==> src/rtl/key_press_emulator_if.sv <==
// key_press_emulator_if: request/abort inputs and button/status outputs of the key-press emulator.
// Signals:
//   req_short, req_long, abort : one-cycle commands into the emulator
//   button, busy, done, dropped : emulated button level and registered status
// Modports: master drives commands and observes status, slave is the emulator side.
interface key_press_emulator_if;
    logic req_short;
    logic req_long;
    logic abort;
    logic button;
    logic busy;
    logic done;
    logic dropped;
    modport master (output req_short, req_long, abort, input button, busy, done, dropped);
    modport slave (input req_short, req_long, abort, output button, busy, done, dropped);
endinterface

==> src/rtl/key_press_emulator.sv <==
// key_press_emulator: turns one-cycle short/long press requests into a timed button press followed by a release gap.
// Ports:
//   clk     : system clock, rising edge
//   reset_p : asynchronous active-high reset
//   bus     : key_press_emulator_if.slave (req_short, req_long, abort in; button, busy, done, dropped out)
// Parameters: SHORT_PRESS_CYCLES, LONG_PRESS_CYCLES, GAP_CYCLES (all >= 1).
// Define KEY_PRESS_EMU_QUEUE_EN to hold one request that arrives during a press or gap;
// without it every such request is dropped.
module key_press_emulator #(
    parameter int unsigned SHORT_PRESS_CYCLES = 10_000_000,
    parameter int unsigned LONG_PRESS_CYCLES  = 150_000_000,
    parameter int unsigned GAP_CYCLES         = 5_000_000
) (
    input logic clk,
    input logic reset_p,
    key_press_emulator_if.slave bus
);
    typedef enum logic [1:0] {IDLE, PRESS, GAP} state_t;
    localparam logic [31:0] S1 = 32'(SHORT_PRESS_CYCLES - 1);
    localparam logic [31:0] L1 = 32'(LONG_PRESS_CYCLES - 1);
    localparam logic [31:0] G1 = 32'(GAP_CYCLES - 1);
    state_t      state, state_n;
    logic [31:0] cnt, cnt_n;
    logic        done_n, drop_n;
    logic        req_any;
    logic [31:0] req_len;
    assign req_any = bus.req_short | bus.req_long;
    assign req_len = bus.req_long ? L1 : S1;
`ifdef KEY_PRESS_EMU_QUEUE_EN
    logic pend_v, pend_v_n, pend_long, pend_long_n;
`endif
    always_ff @(posedge clk or posedge reset_p) begin
        if (reset_p) begin
            state       <= IDLE;
            cnt         <= '0;
            bus.button  <= 1'b0;
            bus.busy    <= 1'b0;
            bus.done    <= 1'b0;
            bus.dropped <= 1'b0;
`ifdef KEY_PRESS_EMU_QUEUE_EN
            pend_v      <= 1'b0;
            pend_long   <= 1'b0;
`endif
        end else begin
            state       <= state_n;
            cnt         <= cnt_n;
            bus.button  <= state_n == PRESS;
            bus.busy    <= state_n != IDLE;
            bus.done    <= done_n;
            bus.dropped <= drop_n;
`ifdef KEY_PRESS_EMU_QUEUE_EN
            pend_v      <= pend_v_n;
            pend_long   <= pend_long_n;
`endif
        end
    end
    always_comb begin
        state_n = state;
        cnt_n   = cnt;
        done_n  = 1'b0;
        drop_n  = 1'b0;
`ifdef KEY_PRESS_EMU_QUEUE_EN
        pend_v_n    = pend_v;
        pend_long_n = pend_long;
`endif
        case (state)
            IDLE: begin
                // abort outranks a simultaneous request, which is then discarded
                if (req_any && bus.abort) begin
                    drop_n = 1'b1;
                end else if (req_any) begin
                    state_n = PRESS;
                    cnt_n   = req_len;
                end
            end
            PRESS: begin
                if (bus.abort) begin
                    state_n = GAP;
                    cnt_n   = G1;
                    drop_n  = req_any;
`ifdef KEY_PRESS_EMU_QUEUE_EN
                    pend_v_n = 1'b0;
`endif
                end else begin
                    state_n = cnt == '0 ? GAP : PRESS;
                    cnt_n   = cnt == '0 ? G1 : cnt - 1'b1;
`ifdef KEY_PRESS_EMU_QUEUE_EN
                    if (req_any && pend_v) begin
                        drop_n = 1'b1;
                    end else if (req_any) begin
                        pend_v_n    = 1'b1;
                        pend_long_n = bus.req_long;
                    end
`else
                    drop_n = req_any;
`endif
                end
            end
            GAP: begin
                if (bus.abort) begin
                    // gap keeps running untouched; only the queued request goes away
                    drop_n  = req_any;
                    state_n = cnt == '0 ? IDLE : GAP;
                    done_n  = cnt == '0;
                    cnt_n   = cnt == '0 ? cnt : cnt - 1'b1;
`ifdef KEY_PRESS_EMU_QUEUE_EN
                    pend_v_n = 1'b0;
`endif
                end else if (cnt != '0) begin
                    cnt_n = cnt - 1'b1;
`ifdef KEY_PRESS_EMU_QUEUE_EN
                    if (req_any && pend_v) begin
                        drop_n = 1'b1;
                    end else if (req_any) begin
                        pend_v_n    = 1'b1;
                        pend_long_n = bus.req_long;
                    end
`else
                    drop_n = req_any;
`endif
                end else begin
                    done_n = 1'b1;
`ifdef KEY_PRESS_EMU_QUEUE_EN
                    // a request landing on the final gap cycle is launched directly so it cannot be stranded in IDLE
                    if (pend_v) begin
                        state_n  = PRESS;
                        cnt_n    = pend_long ? L1 : S1;
                        pend_v_n = 1'b0;
                        drop_n   = req_any;
                    end else if (req_any) begin
                        state_n = PRESS;
                        cnt_n   = req_len;
                    end else begin
                        state_n = IDLE;
                    end
`else
                    state_n = IDLE;
                    drop_n  = req_any;
`endif
                end
            end
            default: begin
                state_n = IDLE;
                cnt_n   = '0;
            end
        endcase
    end
endmodule

==> src/flat_wrapper.sv <==
// flat-port wrapper written by rule: the top's interface ports become plain ports
module key_press_emulator_flat 
#(
    parameter int unsigned SHORT_PRESS_CYCLES = 10_000_000,
    parameter int unsigned LONG_PRESS_CYCLES  = 150_000_000,
    parameter int unsigned GAP_CYCLES         = 5_000_000
)
  (clk, reset_p, bus_req_short, bus_req_long, bus_abort, bus_button, bus_busy, bus_done, bus_dropped);
  key_press_emulator_if bus_i ();
  input logic clk;
  input logic reset_p;
  input wire logic [$bits(bus_i.req_short)-1:0] bus_req_short;
  input wire logic [$bits(bus_i.req_long)-1:0] bus_req_long;
  input wire logic [$bits(bus_i.abort)-1:0] bus_abort;
  output wire logic [$bits(bus_i.button)-1:0] bus_button;
  output wire logic [$bits(bus_i.busy)-1:0] bus_busy;
  output wire logic [$bits(bus_i.done)-1:0] bus_done;
  output wire logic [$bits(bus_i.dropped)-1:0] bus_dropped;
  assign bus_i.req_short = bus_req_short;
  assign bus_i.req_long = bus_req_long;
  assign bus_i.abort = bus_abort;
  assign bus_button = bus_i.button;
  assign bus_busy = bus_i.busy;
  assign bus_done = bus_i.done;
  assign bus_dropped = bus_i.dropped;
  key_press_emulator #(.SHORT_PRESS_CYCLES(SHORT_PRESS_CYCLES), .LONG_PRESS_CYCLES(LONG_PRESS_CYCLES), .GAP_CYCLES(GAP_CYCLES)) u_core (.clk(clk), .reset_p(reset_p), .bus(bus_i));
endmodule
==> config.mk <==
export PLATFORM = sky130hd
export DESIGN_NAME = key_press_emulator_flat
export DESIGN_NICKNAME = d
export VERILOG_FILES = /design/src/rtl/key_press_emulator_if.sv /design/src/rtl/key_press_emulator.sv /design/src/flat_wrapper.sv
export SDC_FILE = /design/constraint.sdc
export NUM_CORES = 1
export LEC_CHECK = 0
export BUFFER_PORTS_ARGS = -buffer_cell sky130_fd_sc_hd__buf_2
export CORE_MARGIN = 2
export CORE_UTILIZATION = 43
export DETAILED_ROUTE_END_ITERATION = 10
export SYNTH_ARGS = -nofsm -noshare
export SYNTH_HDL_FRONTEND = slang
export SYNTH_SLANG_ARGS = --single-unit
==> constraint.sdc <==
create_clock -name clk -period 4.1 [get_ports clk]
set_clock_uncertainty 0.05 [all_clocks]
set_input_delay 0.41 -clock clk [delete_from_list [all_inputs] [get_ports clk]]
set_output_delay 0.41 -clock clk [all_outputs]
set_load 0.01 [all_outputs]
# After elaboration in Yosys (flattened, before gate mapping)

Index checks and enable logic that the tools add are counted.

Flip-flop bits (word level): 38
Output and inout port bits: 4

$add $sub $neg: 1
Equality and inequality tests: 7
Muxes and demuxes: 22
Bitwise operators: 1
Reduce and logical (&&, ||, !) cells: 7

Operator list:

| cell                    | count |
|---|---|
| $mux W32                | 7 |
| $pmux W32 S3            | 1 |
| $logic_not A32 Y1       | 1 |
| $reduce_bool A32 Y1     | 1 |
| $sub A32 B1 Y32 const B | 1 |
| $mux W28                | 1 |
| $mux W2                 | 7 |
| $pmux W2 S3             | 1 |
| $eq A2 B1 Y1 const B    | 2 |
| $mux W1                 | 4 |
| $reduce_and A4 Y1       | 1 |
| $ne A3 B2 Y1 const B    | 1 |
| $ne A3 B3 Y1 const B    | 1 |
| $eq A2 B2 Y1 const B    | 1 |
| $logic_not A2 Y1        | 1 |
| $ne A2 B1 Y1 const B    | 1 |
| $ne A2 B2 Y1 const B    | 1 |
| $pmux W1 S2             | 1 |
| $reduce_bool A2 Y1      | 1 |
| $reduce_or A2 Y1        | 1 |
| $logic_and A1 B1 Y1     | 1 |
| $or A1 B1 Y1            | 1 |

# Longest topological paths before layout

Gate-level depths: netlist of run 1.

Depth after elaboration: 5
Gate-level depth with buffers: 10
Mapped depth without buffers: 8

# Worst setup path after synthesis of run 1

No wires, ideal clock.

Kind: register -> register
Start point: reg u_core.cnt[19]
End point: reg u_core.cnt[27]
Library setup time: 0.129 ns
Arrival time: 2.519 ns
Data required time: 3.921 ns
Slack: 1.403 ns
Cell stages (with the launch flop): 9
Buffers on the path: 2
Clock period less this slack: 2.697 ns
Path through: dfrtp_1 > or4_4 > or3_1 > buf_6 > nor4_4 > or2b_1 > buf_6 > nor3_2 > a2111o_1

Cells in the longest elaborated chain, start to end: 4
Elaborated cells between the ends (all ways): 12
Those cells by class: 1 x add/sub; 2 x eq/ne; 6 x mux; 3 x reduce/logical

RTL lines:

| what                                                        | line                                                                           | RTL |
|---|---|---|
| from (decl)                                                 | key_press_emulator.sv:23                                                       | `logic [31:0] cnt, cnt_n;` |
| from (signal assigned)                                      | key_press_emulator.sv:46                                                       | `cnt <= cnt_n;` |
| $sub A32 B1 Y32 / $logic_not A32 Y1 (equally long branches) | key_press_emulator.sv:86, key_press_emulator.sv:105, key_press_emulator.sv:110 |  |
| $mux W32, on equally long branches                          | key_press_emulator.sv:109, key_press_emulator.sv:86, key_press_emulator.sv:105 |  |
| $mux W32, on equally long branches                          | key_press_emulator.sv:100, key_press_emulator.sv:77                            |  |
| $pmux W32 S3                                                | key_press_emulator.sv:66                                                       | `case (state)` |

Parallel ways exist; a longest one is shown, timed or not. The select of a mux whose other input is x is not followed.
A chain may end at the register's enable or synchronous reset.

# Final worst setup path of run 1

Same ends and word-level chain as after synthesis.

==> flow_summary.yaml, run 1 <==
grt:
  antenna_found_initial: 0
  grt_max_degree: 39
  grt_overflow: 0
  groute.usage.overall: 0.210
  grt_pass1_vias: 2065
  grt_pass1_wl_um: 10300
yosys:
  synth.distinct_cells: 51
  synth_top_family_by_area: "simple AND/OR/NAND/NOR gates"
  synth_nets: 302
  synth-edff-count: 0
  ys_ff_latch: 38
  synthAdderAreaFrac: 0.0312
  syn_area_sq_um: 2410
  synth-compound-area-share: 0.212
  yosysMostFrequentCell: "dfrtp_1"
  synth_async_sr_flop_share: 1.00
  yosysTopAreaCell: "dfrtp_1"
  ys_top_cells_by_count: "38 x dfrtp_1, 32 x nor2_1, 25 x o21ai_0, 23 x nand2_1, 21 x a21oi_1"
  ys_seq_area_frac: 0.395
  netlist_instances: 291
  yosys.area_share.simple: 0.303
  synthXorXnorAreaFrac: 0
  avgSynthCellArea_sq_um: 8.28
  yosys_most_used_dff: "dfrtp_1"
  synth.area.mux_share: 0
  ys_top_cells_by_area: "dfrtp_1 39%, o21ai_0 5.2%, nor2_1 5.0%"
  yosysWarnings: 0
  synth_top_area_share: 0.395
critical_path:
  r2r_cells: 6
  critPathArrivalTime_ps: 3150
  reg2reg_to: "u_core.cnt[27]"
  r2r_start: "u_core.cnt[19]"
  crit_type: "flop to flop"
  end_kind: "flop"
  critical_path.startpoint_type: "flop"
  r2r_slack_ps: 1070
  crit_fanout: 10
  required_ps: 4230
floorplan:
  die_area_sq_um: 6220
  die_width_um: 78.9
  core_area_sq_um: 5470
  num_rows: 27
  initial_core_util: 0.440
  ios: 9
  fp.dieH_um: 78.9
final_layout:
  layout-drive-gt1-share: 0.113
  diodes: 0
  fin_area_sq_um: 2560
  syn2layout_area_growth_pct: 6.23
  stdcell_count: 365
  fillers: 573
  num-nets-final: 304
  register_area_sq_um: 951
  multi_input_area_sq_um: 1320
placed_design:
  dp_hpwl_um: 4030
  placed_area_sq_um: 2480
  dp_slack_ps: 1090
  gp_routability_congestion: 0.825
  place_inst: 358
  io_buffers: 8
routing:
  met1_length_um: 2940
  viasPerCell: 5.98
  totalWireLength_um: 6010
  dr_wl_met2_um: 2640
  drcViolationCount: 0
  dr.first_iter.drc_count: 186
  route.met3.wl_um: 282
  antenna_left: 0
  vias: 2182
  wl_per_cell_um: 16.5
  top_layer: "met4"
  first_pass_iters: 5
sta:
  slew_violations: 0
  finalSetupViolCount: 0
  grt_setup_unrepaired: "false"
  worst_slack_ps: 1070
  max_freq_mhz: 330
  setup-tns-final_ps: 0
  min_period_over_period: 0.739
  slew_headroom: 0.543
  worst_pin_slew_ps: 680
  hold_violations: 0
  fin_crit_ps: 3030
cts:
  hold_buffers: 0
  clkSlewWorstSetupHoldPaths_ps: 80
  postCtsSetupBuffers: 0
  clock_latency_ps: 290
  clock-root-buffer: "clkbuf_8"
  numCtsBuffers: 5
  cts_resized: 0
  clk_path_buf_depth: 2
  numClockSinks: 38
  cts_htree_levels: 2
  cts_tree: "yes"
job:
  maxCapViolations: 0
min_path:
  hp-class: "primary input to async pin"
pwr:
  power.density_nw_per_um2: 720
  vdd_drop_max_mv: 0.425
  sw_frac_of_total: 0.468
  pwr-share-clk: 0.135
  pwr-share-comb: 0.519
  power_leakage_nw: 1.06
  seqPwrFrac: 0.346
  power.switching_w: 0.000863
  power.total_w: 0.00184
  internal_power_w: 0.000981
run_status:
  outcome: "finished, final reports clean"
[placed cells by master (no fill, tap or decap), drive strengths merged, types with 6 or more instances in the layout]
cell type,n
dfrtp,38
nor2,32
o21ai,25
nand2,23
a21oi,21
nor3,18
inv,13
nor4,13
buf,13
or3,13
nand3,7
clkbuf,7
ha,6
[power by group through the flow]
stage	logic, W	registers (W)	clock network (W)
2_1_floorplan	0.000742	0.000618	0
6_report	0.000958	0.000638	0.000249
4_1_cts	0.000955	0.000635	0.000255
3_3_place_gp	0.000944	0.000639	0
5_1_grt	0.00108	0.000661	0.000269
3_5_place_dp	0.000952	0.000640	0
[stage by stage]
stage                     utilization  hold slack (ps)
after global placement          0.454              439
after global routing            0.468              263
after detailed placement        0.454              449
after CTS                       0.468              204
final                           0.468              180
after floorplan                     -              414
[critical path: stages, from the launching register on]
cell	delay (ps)
dfrtp_1	430
or4_4	570
or3_1	520
nor4_4	530
or2b_1	370
nor3_2	60
a2111o_1	390
[cells by family after synthesis]
| family | count (synthesis) |
|---|---|
| flip-flops | 38 |
| AO/OA/AOI/OAI | 82 |
| AND/OR/NAND/NOR | 134 |
| adder cells (fa/ha/maj) | 6 |
| buffers and inverters | 31 |
[per-layer routing]
metal,up-vias,GRT usage
li1,1070,-
met5,-,0
met1,1040,0.298
met4,0,0.0724
met3,15,0.0409
met2,57,0.321
[state kept, by name, summed over array words and instances, names as in the netlist]
| register | flops |
|---|---|
| u_core.state | 2 |
| u_core.cnt | 32 |
| u_core.bus.done | 1 |
| u_core.bus.dropped | 1 |
| u_core.bus.button | 1 |
| u_core.bus.busy | 1 |
[area by class of cell]
cell class | count | share of cell area
Inverter | 13 | 0.0191
Timing Repair Buffer | 13 | 0.0303
Tap cell | 72 | 0.0352
Sequential cell | 38 | 0.371
Multi-Input combinational cell | 222 | 0.514
Clock buffer | 7 | 0.0298
[worst max path at each step]
stage                           endpoint      startpoint
after floorplan           u_core.cnt[27]  u_core.cnt[19]
after global placement    u_core.cnt[27]  u_core.cnt[19]
after detailed placement  u_core.cnt[27]  u_core.cnt[19]
after CTS                 u_core.cnt[27]  u_core.cnt[19]
after global routing      u_core.cnt[28]   u_core.cnt[0]
final                     u_core.cnt[27]  u_core.cnt[19]
(Power assumes the default switching activity.)
==> inputs of run 2 (changes only) <==
- clock period: 4.1 -> 2.8 ns (I/O delays scaled with it)
==> run 2 against run 1 <==
  * Register-to-register slack got worse by 920 ps
  * Fmax rose by 14%
  * Die area did not move
==> flow_summary.yaml, run 2 (synthesized netlist as in run 1, its figures left out) <==
run_status:
  outcome: "finished, final reports clean"
routing:
  viasPerCell: 5.93
  vias: 2282
  drcViolationCount: 0
  dr.first_iter.drc_count: 142
  first_pass_iters: 5
  antenna_left: 0
  totalWireLength_um: 6420
  wl_per_cell_um: 16.7
critical_path:
  crit_type: "flop to flop"
  path_cells: "or4_4 > or3_4 > nor4_4 > nor3_1 > and3_1 > a2111o_1"
  end_kind: "flop"
  critPathArrivalTime_ps: 2780
  slowest_delay_ps: 560
  crit_fanout: 7
  critical_path.startpoint_type: "flop"
  crit_path_top_delay_cell: "or4_4"
  required_ps: 2930
sta:
  fin_crit_ps: 2650
  setup-tns-final_ps: 0
  worst_pin_slew_ps: 698
  hold_violations: 0
  slew_violations: 0
  min_period_over_period: 0.945
  grt_setup_unrepaired: "false"
  slew_headroom: 0.533
  finalSetupViolCount: 0
  max_freq_mhz: 378
final_layout:
  diodes: 0
  final_cell_mix: "38 x dfrtp_1, 32 x nor2_1, 25 x o21ai_0"
  num-nets-final: 324
  largest_register_ff_count: 32
  top_regs: "u_core.cnt x32, u_core.state x2"
  multi_input_area_sq_um: 1330
  final_util: 0.500
  largest_register: "u_core.cnt"
  layout-drive-gt1-share: 0.179
  register_area_sq_um: 951
  fillers: 531
  syn2layout_area_growth_pct: 13.6
  final_common_cell: "dfrtp_1"
cts:
  cts_htree_levels: 2
  clock_latency_ps: 290
  numCtsBuffers: 5
  clkSlewWorstSetupHoldPaths_ps: 80
  clk_path_buf_depth: 2
  cts_tree: "yes"
  hold_buffers: 0
  postCtsSetupBuffers: 0
  numClockSinks: 38
  cts_resized: 0
  clock-root-buffer: "clkbuf_8"
floorplan:
  ios: 9
  initial_core_util: 0.440
  core_area_sq_um: 5470
  die_area_sq_um: 6220
  fp.dieH_um: 78.9
  die_width_um: 78.9
  num_rows: 27
pwr:
  pwr-share-clk: 0.126
  vdd_drop_max_mv: 0.587
  seqPwrFrac: 0.326
  power.density_nw_per_um2: 1050
  power.switching_w: 0.00131
  power_leakage_nw: 1.17
  sw_frac_of_total: 0.457
  pwr-share-comb: 0.548
  internal_power_w: 0.00156
min_path:
  hp-class: "primary input to async pin"
placed_design:
  dp_hpwl_um: 4560
  io_buffers: 8
  gp_routability_congestion: 0.847
grt:
  grt_pass1_wl_um: 10900
  antenna_found_initial: 0
  grt_overflow: 0
  groute.usage.overall: 0.222
  grt_pass1_vias: 2170
  grt_max_degree: 39
job:
  maxCapViolations: 0
## run 2: path summary, 6_finish.rpt
path,start,end,slack (ps),cells after the start
worst max-delay path,u_core.cnt[20],u_core.cnt[27],150,6
worst max register to register,u_core.cnt[20],u_core.cnt[27],150,6
max in group asynchronous,reset_p,u_core.bus.done,2310,3
worst min-delay path,reset_p,u_core.cnt[28],50,3
min in group clk,bus_req_short,u_core.bus.dropped,260,3
worst min register to register,u_core.cnt[18],u_core.cnt[18],470,2
## run 2: power groups by stage
stage | Combinational (W) | Sequential (W) | Clock (W)
floorplan | 0.00109 | 0.000905 | 0
global placement | 0.00153 | 0.000932 | 0
detailed placement | 0.00156 | 0.000936 | 0
CTS | 0.00156 | 0.000928 | 0.000375
global route | 0.00176 | 0.000961 | 0.000407
finish | 0.00157 | 0.000935 | 0.000362
## run 2: worst max-delay path: cells and delay by family, from the launching register on
kind	cells	cell delay [ps]
DFF	1	430
and+or+nand+nor	5	1720
AOI/OAI and AO/OA	1	340
## run 2: per-layer routing
layer / vias up / wire, um / global-route usage
li1: 1103 / - / -
met1: 1103 / 3010 / 0.306
met2: 67 / 3040 / 0.363
met3: 9 / 287 / 0.0386
met4: 0 / 72 / 0.0603
met5: - / 0 / 0
## run 2: stage by stage
stage	total power (W)	worst slack [ps]	cells	cell area [sq um]	hold WS (ps)
2_1_floorplan	0.00199	103	291	2410	414
3_3_place_gp	0.00247	120	378	2650	380
3_5_place_dp	0.00249	59.8	378	2650	383
4_1_cts	0.00286	52.1	385	2720	67.2
5_1_grt	0.00312	17.2	385	2740	103
6_report	0.00287	153	385	2740	46.2
## run 2: final cells by class
class                   count  area share
well taps                  72      0.0329
clock buffers               7      0.0279
inverters                  13      0.0178
multi-input cells         222       0.486
repair buffers             33      0.0878
flip-flops and latches     38       0.347
==> inputs of run 3 (changes only) <==
- CORE_UTILIZATION: 43 -> 45
==> run 3 against run 2 <==
  * Largest cell class unchanged
  * Fmax fell by 0.89%
  * Hold slack improved by 94 ps
  * Clock power increased by 8.3%
  * Critical endpoint is now u_core.cnt[21]
  * Via count rose by 0.18%
  * Utilization up 3.5 points
  * Combinational power about the same
  * Global-route usage is 0.23 points higher
  * Final area rose by 0.50%
  * Clock-buffer cell count unchanged
  * Highest routed layer unchanged
  * Power increased by 0.50%
  * Sequential power shrank 0.9%
  * Critical path depth unchanged
==> flow_summary.yaml, run 3 (synthesized netlist as in run 1, its figures left out) <==
critical_path:
  r2r_cells: 6
  crit_end: "u_core.cnt[21]"
  critPathArrivalTime_ps: 2800
  crit_family: "compound AO/OA/AOI/OAI gates"
  crit_type: "flop to flop"
  reg2reg_to: "u_core.cnt[21]"
  r2r_start: "u_core.cnt[20]"
  required_ps: 2930
  crit_fanout: 7
  cp.depth: 6
  end_kind: "flop"
  crit_start: "u_core.cnt[20]"
  path_cells: "or4_4 > or3_4 > o31ai_1 > a21oi_2 > a21o_1 > a211o_1"
  crit_path_top_delay_cell: "or4_4"
  slowest_delay_ps: 560
  r2r_slack_ps: 130
  critical_path.startpoint_type: "flop"
  critPathBufInv: 0
sta:
  fin_crit_ps: 2670
  min_period_over_period: 0.954
  finalSetupViolCount: 0
  slew_violations: 0
  max_freq_mhz: 374
  setup-tns-final_ps: 0
  worst_slack_ps: 129
  slew_headroom: 0.377
  worst_pin_slew_ps: 934
  hold_violations: 0
placed_design:
  io_buffers: 8
  dp_hpwl_um: 4460
  gp_routability_congestion: 0.870
  dp_slack_ps: 94.5
final_layout:
  diodes: 0
  largest_register: "u_core.cnt"
  register_area_sq_um: 951
  final_cell_mix: "38 x dfrtp_1, 32 x nor2_1, 25 x o21ai_0, 25 x buf_4, 23 x nand2_1"
  multi_input_area_sq_um: 1330
  num-nets-final: 325
  layout-drive-gt1-share: 0.184
  largest_register_ff_count: 32
  top_regs: "u_core.cnt x32, u_core.state x2"
  syn2layout_area_growth_pct: 14.2
  final_util: 0.535
  final_common_cell: "dfrtp_1"
  fillers: 508
routing:
  viasPerCell: 5.94
  dr.first_iter.drc_count: 214
  drcViolationCount: 0
  totalWireLength_um: 6190
  first_pass_iters: 4
  vias: 2286
  wl_per_cell_um: 16.1
  antenna_left: 0
cts:
  clk_path_buf_depth: 2
  cts_htree_levels: 2
  clock-root-buffer: "clkbuf_8"
  numClockSinks: 38
  hold_buffers: 0
  clock_latency_ps: 290
  postCtsSetupBuffers: 0
  numCtsBuffers: 5
  clkSlewWorstSetupHoldPaths_ps: 80
  cts_tree: "yes"
  cts_resized: 0
pwr:
  seqPwrFrac: 0.321
  sw_frac_of_total: 0.449
  internal_power_w: 0.00159
  pwr-share-clk: 0.136
  vdd_drop_max_mv: 0.508
  power.switching_w: 0.00130
  power.density_nw_per_um2: 1050
  power_leakage_nw: 1.18
  pwr-share-comb: 0.543
run_status:
  outcome: "finished, final reports clean"
grt:
  grt_overflow: 0
  antenna_found_initial: 0
  grt_pass1_vias: 2237
  grt_pass1_wl_um: 10800
  grt_max_degree: 23
  groute.usage.overall: 0.225
floorplan:
  ios: 9
  fp.dieH_um: 77.2
  core_area_sq_um: 5140
  die_area_sq_um: 5960
  num_rows: 26
  initial_core_util: 0.469
  die_width_um: 77.2
min_path:
  hp-class: "primary input to async pin"
job:
  maxCapViolations: 0
-- run 3: metal layers --
metal / vias to the layer above / track usage / part of all wire
li1: 1113 / - / -
met1: 1112 / 0.319 / 0.47
met2: 57 / 0.362 / 0.48
met3: 4 / 0.0282 / 0.047
met4: 0 / 0.0607 / 0.0065
met5: - / 0 / 0
-- run 3: how the worst min path moves through the flow --
stage                    from              to
6_report              reset_p  u_core.cnt[20]
2_1_floorplan  u_core.cnt[18]  u_core.cnt[18]
3_3_place_gp   u_core.cnt[30]  u_core.cnt[30]
4_1_cts               reset_p   u_core.cnt[7]
5_1_grt               reset_p  u_core.cnt[22]
3_5_place_dp   u_core.cnt[14]  u_core.cnt[14]
-- run 3: final cells by class --
type | instances | share of cell area
clock buffer | 7 | 0.0314
clock inverter | 1 | 0.00182
inverter | 13 | 0.0177
multi-input combinational | 222 | 0.482
sequential | 38 | 0.346
tap | 70 | 0.0318
timing repair buffer | 34 | 0.0900
-- run 3: worst reg2reg max path: stages, from the launching register on --
cell	delay [ps]
dfrtp_1	440
or4_4	560
or3_4	450
o31ai_1	410
a21oi_2	190
a21o_1	190
a211o_1	280
-- run 3: through the flow --
stage                     hold WS (ps)  cells  total power, W  cell area (sq um)
after floorplan                    414    291         0.00199               2410
after global placement             442    377         0.00247               2650
after detailed placement           451    377         0.00248               2650
after CTS                          160    385         0.00288               2740
after global routing               210    385         0.00314               2750
final                              140    385         0.00289               2750
-- run 3: power by group through the flow --
stage	clock network, W	logic, W	registers, W
final	0.000392	0.00157	0.000927
after global routing	0.000435	0.00175	0.000952
after CTS	0.000399	0.00155	0.000923
after detailed placement	0	0.00155	0.000932
after global placement	0	0.00154	0.000931
after floorplan	0	0.00109	0.000905
